<file path="src/rtl/ft_fifo_rb.sv">
// ft_fifo_rb: single-clock circular-buffer FIFO with occupancy level,
// almost-full/almost-empty thresholds, sticky overflow/underflow flags,
// synchronous flush and selectable first-word-fall-through or registered read.
module ft_fifo_rb #(
    parameter int WIDTH  = 8,
    parameter int DEPTH  = 32,
    parameter int AF_LVL = DEPTH - 4,
    parameter int AE_LVL = 4,
    parameter int FWFT   = 1
) (
    input  logic                     clk,
    input  logic                     rst_n,
    input  logic [WIDTH-1:0]         d_in,
    input  logic                     w_en,
    input  logic                     r_en,
    input  logic                     flush,
    input  logic                     clr_err,
    output logic [WIDTH-1:0]         d_out,
    output logic                     full,
    output logic                     empty,
    output logic                     almost_full,
    output logic                     almost_empty,
    output logic [$clog2(DEPTH):0]   level,
    output logic                     ovf,
    output logic                     udf
);

    localparam int AW = $clog2(DEPTH);
    localparam int LW = AW + 1;

    localparam logic [LW-1:0] C_DEPTH = LW'(DEPTH);
    localparam logic [LW-1:0] C_AF    = LW'(AF_LVL);
    localparam logic [LW-1:0] C_AE    = LW'(AE_LVL);

    logic [WIDTH-1:0] r_mem [DEPTH];
    logic [AW-1:0]    r_wr_ptr;
    logic [AW-1:0]    r_rd_ptr;
    logic [LW-1:0]    r_level;
    logic             r_ovf;
    logic             r_udf;

    logic             w_full;
    logic             w_empty;
    logic             w_rd_ok;
    logic             w_wr_ok;
    logic             w_ovf_set;
    logic             w_udf_set;
    logic             w_do_rd;
    logic             w_do_wr;

    // Status flags and transfer acceptance, all from the registered level
    always_comb begin
        w_full    = (r_level == C_DEPTH);
        w_empty   = (r_level == '0);
        w_rd_ok   = r_en & ~w_empty;
        w_wr_ok   = w_en & (~w_full | w_rd_ok);
        w_do_rd   = w_rd_ok & ~flush;
        w_do_wr   = w_wr_ok & ~flush;
        w_ovf_set = w_en & ~w_wr_ok & ~flush;
        w_udf_set = r_en & ~w_rd_ok & ~flush;
    end

    assign full         = w_full;
    assign empty        = w_empty;
    assign almost_full  = (r_level >= C_AF);
    assign almost_empty = (r_level <= C_AE);
    assign level        = r_level;
    assign ovf          = r_ovf;
    assign udf          = r_udf;

    // Storage array: written at the write pointer, never shifted
    always_ff @(posedge clk or negedge rst_n) begin
        if (!rst_n) begin
            for (int unsigned i = 0; i < DEPTH; i++) begin
                r_mem[i] <= '0;
            end
        end else if (w_do_wr) begin
            r_mem[r_wr_ptr] <= d_in;
        end
    end

    // Pointers wrap naturally because DEPTH is a power of two
    always_ff @(posedge clk or negedge rst_n) begin
        if (!rst_n) begin
            r_wr_ptr <= '0;
            r_rd_ptr <= '0;
        end else if (flush) begin
            r_wr_ptr <= '0;
            r_rd_ptr <= '0;
        end else begin
            if (w_do_wr) r_wr_ptr <= r_wr_ptr + AW'(1);
            if (w_do_rd) r_rd_ptr <= r_rd_ptr + AW'(1);
        end
    end

    // Occupancy: simultaneous read and write leave it unchanged
    always_ff @(posedge clk or negedge rst_n) begin
        if (!rst_n) begin
            r_level <= '0;
        end else if (flush) begin
            r_level <= '0;
        end else begin
            case ({w_do_wr, w_do_rd})
                2'b10:   r_level <= r_level + LW'(1);
                2'b01:   r_level <= r_level - LW'(1);
                default: r_level <= r_level;
            endcase
        end
    end

    // Sticky error flags: a new error on the clearing edge wins
    always_ff @(posedge clk or negedge rst_n) begin
        if (!rst_n) begin
            r_ovf <= 1'b0;
            r_udf <= 1'b0;
        end else begin
            if (w_ovf_set)    r_ovf <= 1'b1;
            else if (clr_err) r_ovf <= 1'b0;
            if (w_udf_set)    r_udf <= 1'b1;
            else if (clr_err) r_udf <= 1'b0;
        end
    end

    generate
        if (FWFT != 0) begin : g_fwft
            // Head word is presented immediately whenever the FIFO is non-empty
            assign d_out = r_mem[r_rd_ptr];
        end else begin : g_reg
            logic [WIDTH-1:0] r_dout;

            // Registered read: load the head word on an accepted read, hold otherwise
            always_ff @(posedge clk or negedge rst_n) begin
                if (!rst_n) begin
                    r_dout <= '0;
                end else if (w_do_rd) begin
                    r_dout <= r_mem[r_rd_ptr];
                end
            end

            assign d_out = r_dout;
        end
    endgenerate

endmodule

</file>
<file path="config.mk">
export PLATFORM = sky130hd
export DESIGN_NAME = ft_fifo_rb
export DESIGN_NICKNAME = d
export VERILOG_FILES = /design/src/rtl/ft_fifo_rb.sv
export SDC_FILE = /design/constraint.sdc
export NUM_CORES = 1
export LEC_CHECK = 0
export CAP_MARGIN = 40
export CORE_AREA = 2 2 251 179
export CTS_BUF_LIST = sky130_fd_sc_hd__clkbuf_16
export CTS_CLUSTER_DIAMETER = 150
export DETAILED_ROUTE_END_ITERATION = 8
export DIE_AREA = 0 0 253 181
export GPL_TIMING_DRIVEN = 0
export PLACE_DENSITY = 0.53
export SYNTH_ARGS = -nofsm -noshare
export SYNTH_HDL_FRONTEND = slang
export SYNTH_SLANG_ARGS = --single-unit
</file>
<file path="constraint.sdc">
create_clock -name clk -period 3.6 [get_ports clk]
set_clock_uncertainty 0.15 [all_clocks]
set_input_delay 0.9 -clock clk [delete_from_list [all_inputs] [get_ports clk]]
set_output_delay 0.9 -clock clk [all_outputs]
set_load 0.005 [all_outputs]
</file>
[Yosys cells after proc, flatten, opt, wreduce, memory -nomap -nowiden]
Cells that the tools add are included.
Word-level totals
  register bits after elaboration: 274
  input port bits: 14
  output and inout bits: 20
  word-level logic and storage cells: 87
Operators by class
  add/sub/neg operators: 4
  magnitude comparators: 5
  equality and inequality tests: 3
  mux-type cells: 15
  bitwise logic cells: 16
  reduce and logical (&&, ||, !) cells: 7
Operators with widths (count)
  $bwmux W256: 1
  $bmux W8 S5: 1
  $demux W8 S5: 1
  $mux W8: 3
  $mux W5: 4
  $ge A6 B6 Y1 const B: 2
  $not A5 Y6: 2
  $pmux W6 S2: 1
  $add A5 B1 Y5 const B: 2
  $and A1 B1 Y1: 8
  $reduce_bool A2 Y1: 4
  $add A6 B1 Y6 const B: 1
  $eq A6 B6 Y1 const B: 1
  $ge A6 B5 Y1 const B: 1
  $le A6 B3 Y1 const B: 1
  $logic_not A6 Y1: 1
  $lt A6 B1 Y1 const B: 1
  $mux W6: 1
  $sub A6 B1 Y6 const B: 1
  $not A1 Y1: 5
  $mux W1: 3
  $reduce_bool A3 Y1: 1
  $eq A2 B1 Y1 const B: 1
  $eq A2 B2 Y1 const B: 1
  other kinds (2): 2

[Depth between registers and ports, before layout]
  depth after elaboration: 9
  gate-level depth with buffers: 10
  depth with buffers taken out: 9

[Worst setup path after synthesis]
No wires, ideal clock.
  path type: register to output
  start point: register r_rd_ptr[0]
  end point: output port d_out[0]
  arrival time: 2.196 ns
  path slack: 0.354 ns
  stages on the path, launching flop included: 5
  path buffers: 1
  path through: dfrtp_1 > buf_1 > mux4_2 > mux4_2 > mux2_2
Between the ends
  cells in the longest elaborated chain, start to end: 4
RTL lines
  from (decl): line 37  | logic [AW-1:0] r_rd_ptr;
  from (signal assigned): line 92  | if (w_do_rd) r_rd_ptr <= r_rd_ptr + AW'(1);
  $not A5 Y6 (not written as such): line 127  | assign d_out = r_mem[r_rd_ptr];
  $bmux W8 S5: line 127
  $mux W8 (not written as such) (2 in series): line 127
  to (decl): line 18  | output logic [WIDTH-1:0] d_out,
Every way passes these cells. The select of a mux whose other input is x is not followed.

[Final worst setup path]
  start point: register r_rd_ptr[0]
  end point: output port d_out[1]
Same word-level chain as after synthesis.

==> summary by stage <==
Route
The number of DRC violations after detailed-routing iteration 0 is between 500 and 600. The total number of vias is approximately 7300. The number of detailed-routing iterations run before antenna repair is 4. Once detail routing completed, the nets flagged for antenna violations numbered 0.

In the final routed layout, each cell accounts on average for between 20 and 25 um. The total wire length after detailed routing is 32.1 mm. The detail-routed via count per cell is a little under 5. The total DRC errors in the routed layout is 0.

Clock network
The total CTS buffers is 29. The number of sinks on the clock net is between 200 and 300. The clock latency on the worst-skew pair is ~0.55 ns. The cell sitting at the root of the clock tree is a clkbuf_16.

After clock tree synthesis, the clock-pin slew on the worst setup and hold paths is approximately 0.06 ns. The maximum root-to-sink buffer count is 3. The TritonCTS clock tree is built. The cts-stage hold buffer count is 0. In this run the number of H-tree levels came out at 1.

Timing
Setup violations remaining at the end of the flow were counted as 8. For this run, the top clock speed supported by timing is about 260 MHz. The number of hold violations in the final report came to 0.

Subtracting the final worst setup slack from the clock period gives 3.86 ns. Across all hold checks on the routed design, the worst slack comes to approximately 0.19 ns. The slew at the pin closest to its max-slew limit is 0.789 ns. The count of final max-slew check failures is 0.

In this run the tightest slew margin relative to its limit is roughly 47%. The final worst-path setup slack is -0.263 ns. The final worst-path cycle share is 107%. Setup repair after global routing could not meet its margin everywhere.

Worst setup path
The worst setup path is launched from a flop. The category of the most critical setup path is reg2out. In this run the worst path has a maximum fanout of 7. The worst setup path is captured at an output pin. For the worst setup path, the data required time is about 2.6 ns.

Data arrives at the worst endpoint at about 2.8 ns.

Global routing
The first global-routing pass estimated between 40 and 50 mm of wire. The final global-route overflow total is 0. The overall global routing resource usage is 14.4%. The via count of the first global-routing pass is around 7800.

The pin count of the biggest net entering global routing is approximately 110. The initial antenna violation count is 0.

Floorplanning
The number of rows in the core area is between 60 and 70. The chip width is roughly 250 um. In this run the count of I/O pins placed on the die edge is 34. The die height is approximately 180 um. The area of the die is about 46000 sq um. The area of the core is between 40000 and 50000 sq um. The initial cell density of the core is 29.7%.

Placed design
The placed instance count is between 1000 and 1500. The count of input and output buffers is 33. The HPWL reported at the end of detailed placement is between 20 and 25 mm.

At the end of routability-driven placement, the weighted congestion stood at about 0.75. The placed instance area is 14000 sq um.

Hold path
The tightest min-delay check is of the in2async type.

Finish
The finished cells cover 15500 sq um. For this run, the post-layout net count is around 940. The proportion of layout cells with a drive suffix above 1 is 51.1%. The number of standard cells in the layout, taps in and fillers out is roughly 1500. From synthesis to final layout, the design area changed by 20.8%. The count of inserted antenna diode cells is 0.

Logic synthesis
The count of distinct cell types in the synthesized netlist is 45. The number of nets in the synthesized netlist is around 850. Summed over its instances, the top area cell type makes up around 53% of the synthesized netlist area. The part of the Yosys area used for sequential elements is a little over half. During synthesis, Yosys emitted a total of 0 warnings. The post-synthesis cell type with the largest combined area is dfrtp_1. Counting every instance in the synthesized netlist gives approximately 820. In the synthesized netlist the dominant register cell turns out to be dfrtp_1.

The post-synthesis instance area is 12900 sq um. The total of flip-flops plus latches after synthesis is between 200 and 300. For this run, asynchronously set or reset flops after synthesis account for 100%. The number of enable-type register cells in the synthesized netlist is 0. The mean area per synthesized cell is 15.6 sq um. After synthesis, the cell types taking the most area are dfrtp_1, mux2_2, mux4_2, nand2_2, clkbuf_1.

Job
The number of max-capacitance violations reported is 0.

Run status
The final reports fail on negative setup slack. The flow ran to the end, but the final reports show violations.

Power and ir drop
Across the VDD grid, the largest voltage drop is between 0.4 and 0.5 mV. In this run the static leakage power is roughly 0.0072 uW. For this design the ratio of total power to cell area is between 600 and 700 nW/um^2. After layout, the design draws a total of approximately 9400 uW.
power by group:
group          internal, uW  switching, uW  total, uW  leakage [uW]
registers              3290            134       3420       0.00377
logic                  1540           1180       2710       0.00297
clock network          1950           1260       3220      0.000510
layer usage:
layer	vias to the layer above	GRT usage, %	routed length (um)
li1	3264	-	-
met1	3911	23.2	16600
met2	124	20.0	13300
met3	40	2.62	1670
met4	0	2.30	484
met5	-	0	0
final cells by class:
cell class,count,area (sq um)
flip-flops and latches,274,6860
repair buffers,66,838
fillers,4164,27700
clock inverters,24,283
plain buffers,56,338
inverters,7,26.3
well taps,561,702
clock buffers,29,726
multi-input cells,485,5760
kinds of logic (layout without fill, tap and decap cells):
kind of cell    after synthesis  in the layout  share of synthesized area [%]
compound gates               25             25                           1.37
xor+xnor                      9              9                          0.613
fa+ha+maj                     8              8                          0.779
buf+inv                      64            182                           2.11
flops                       274            274                           53.3
mux                         349            349                           37.5
simple gates                 94             94                           4.24
cells in the mapped netlist (6+ instances only):
master    number
dfrtp_1      274
mux2_2       259
mux4_2        80
clkbuf_1      42
nand2_2       32
nor2_1        14
ha_1           8
nand2_1        8
buf_2          7
inv_1          7
nor2b_1        6
xor2_1         6
path summary, 6_finish.rpt:
kind / from / end / slack, ns / depth (start not counted)
min in group clk: r_mem[100] / r_mem[100] / 0.34 / 1
min reg2reg: r_mem[100] / r_mem[100] / 0.34 / 1
max: r_rd_ptr[0] / d_out[1] / -0.26 / 7
max reg2reg: level[4] / level[4] / 0.81 / 9
max in group asynchronous: rst_n / r_mem[186] / 2.14 / 2
min: rst_n / r_mem[61] / 0.19 / 1
timing repair:
item,CTS,global route
resized for setup,99,5
setup buffers,18,4
endpoints found under the hold margin,0,0
cloned,2,0
endpoints found under the setup margin,8,10
sequential cells by signal, summed over array words and instances (netlist names):
signal / cells
level: 6
ovf: 1
r_mem: 256
r_rd_ptr: 5
r_wr_ptr: 5
udf: 1
placed cells by master, fill, tap and decap left out, drive strengths merged, types with 5 or more instances in the layout:
master / synthesis / routed
nor2: 14 / 14
xor2: 6 / 6
dfrtp: 274 / 274
mux4: 80 / 80
clkinv: 0 / 11
nand2: 40 / 40
ha: 8 / 8
or3: 5 / 5
clkbuf: 42 / 70
buf: 15 / 57
a21oi: 5 / 5
mux2i: 5 / 5
inv: 7 / 12
clkdlybuf4s50: 0 / 24
bufinv: 0 / 7
nor2b: 6 / 6
and3: 5 / 5
mux2: 264 / 264
per-stage QoR:
step	TNS (ns)	setup WS (ns)	utilization [%]
global route	-2.56	-0.339	35.9
floorplan	0	0.354	-
CTS	-2.30	-0.313	35.8
finish	-1.94	-0.263	35.9
detailed placement	-7.20	-0.790	32.5
global placement	-2998.48	-10.94	32.1
critical path: stages, from the launching register on:
cell,delay (ns)
dfrtp_2,0.39
buf_12,0.17
buf_12,0.14
buf_8,0.11
mux4_2,0.51
mux4_2,0.51
mux2_4,0.30
buf_6,0.12
No activity file was read; power rests on OpenSTA's default activity.
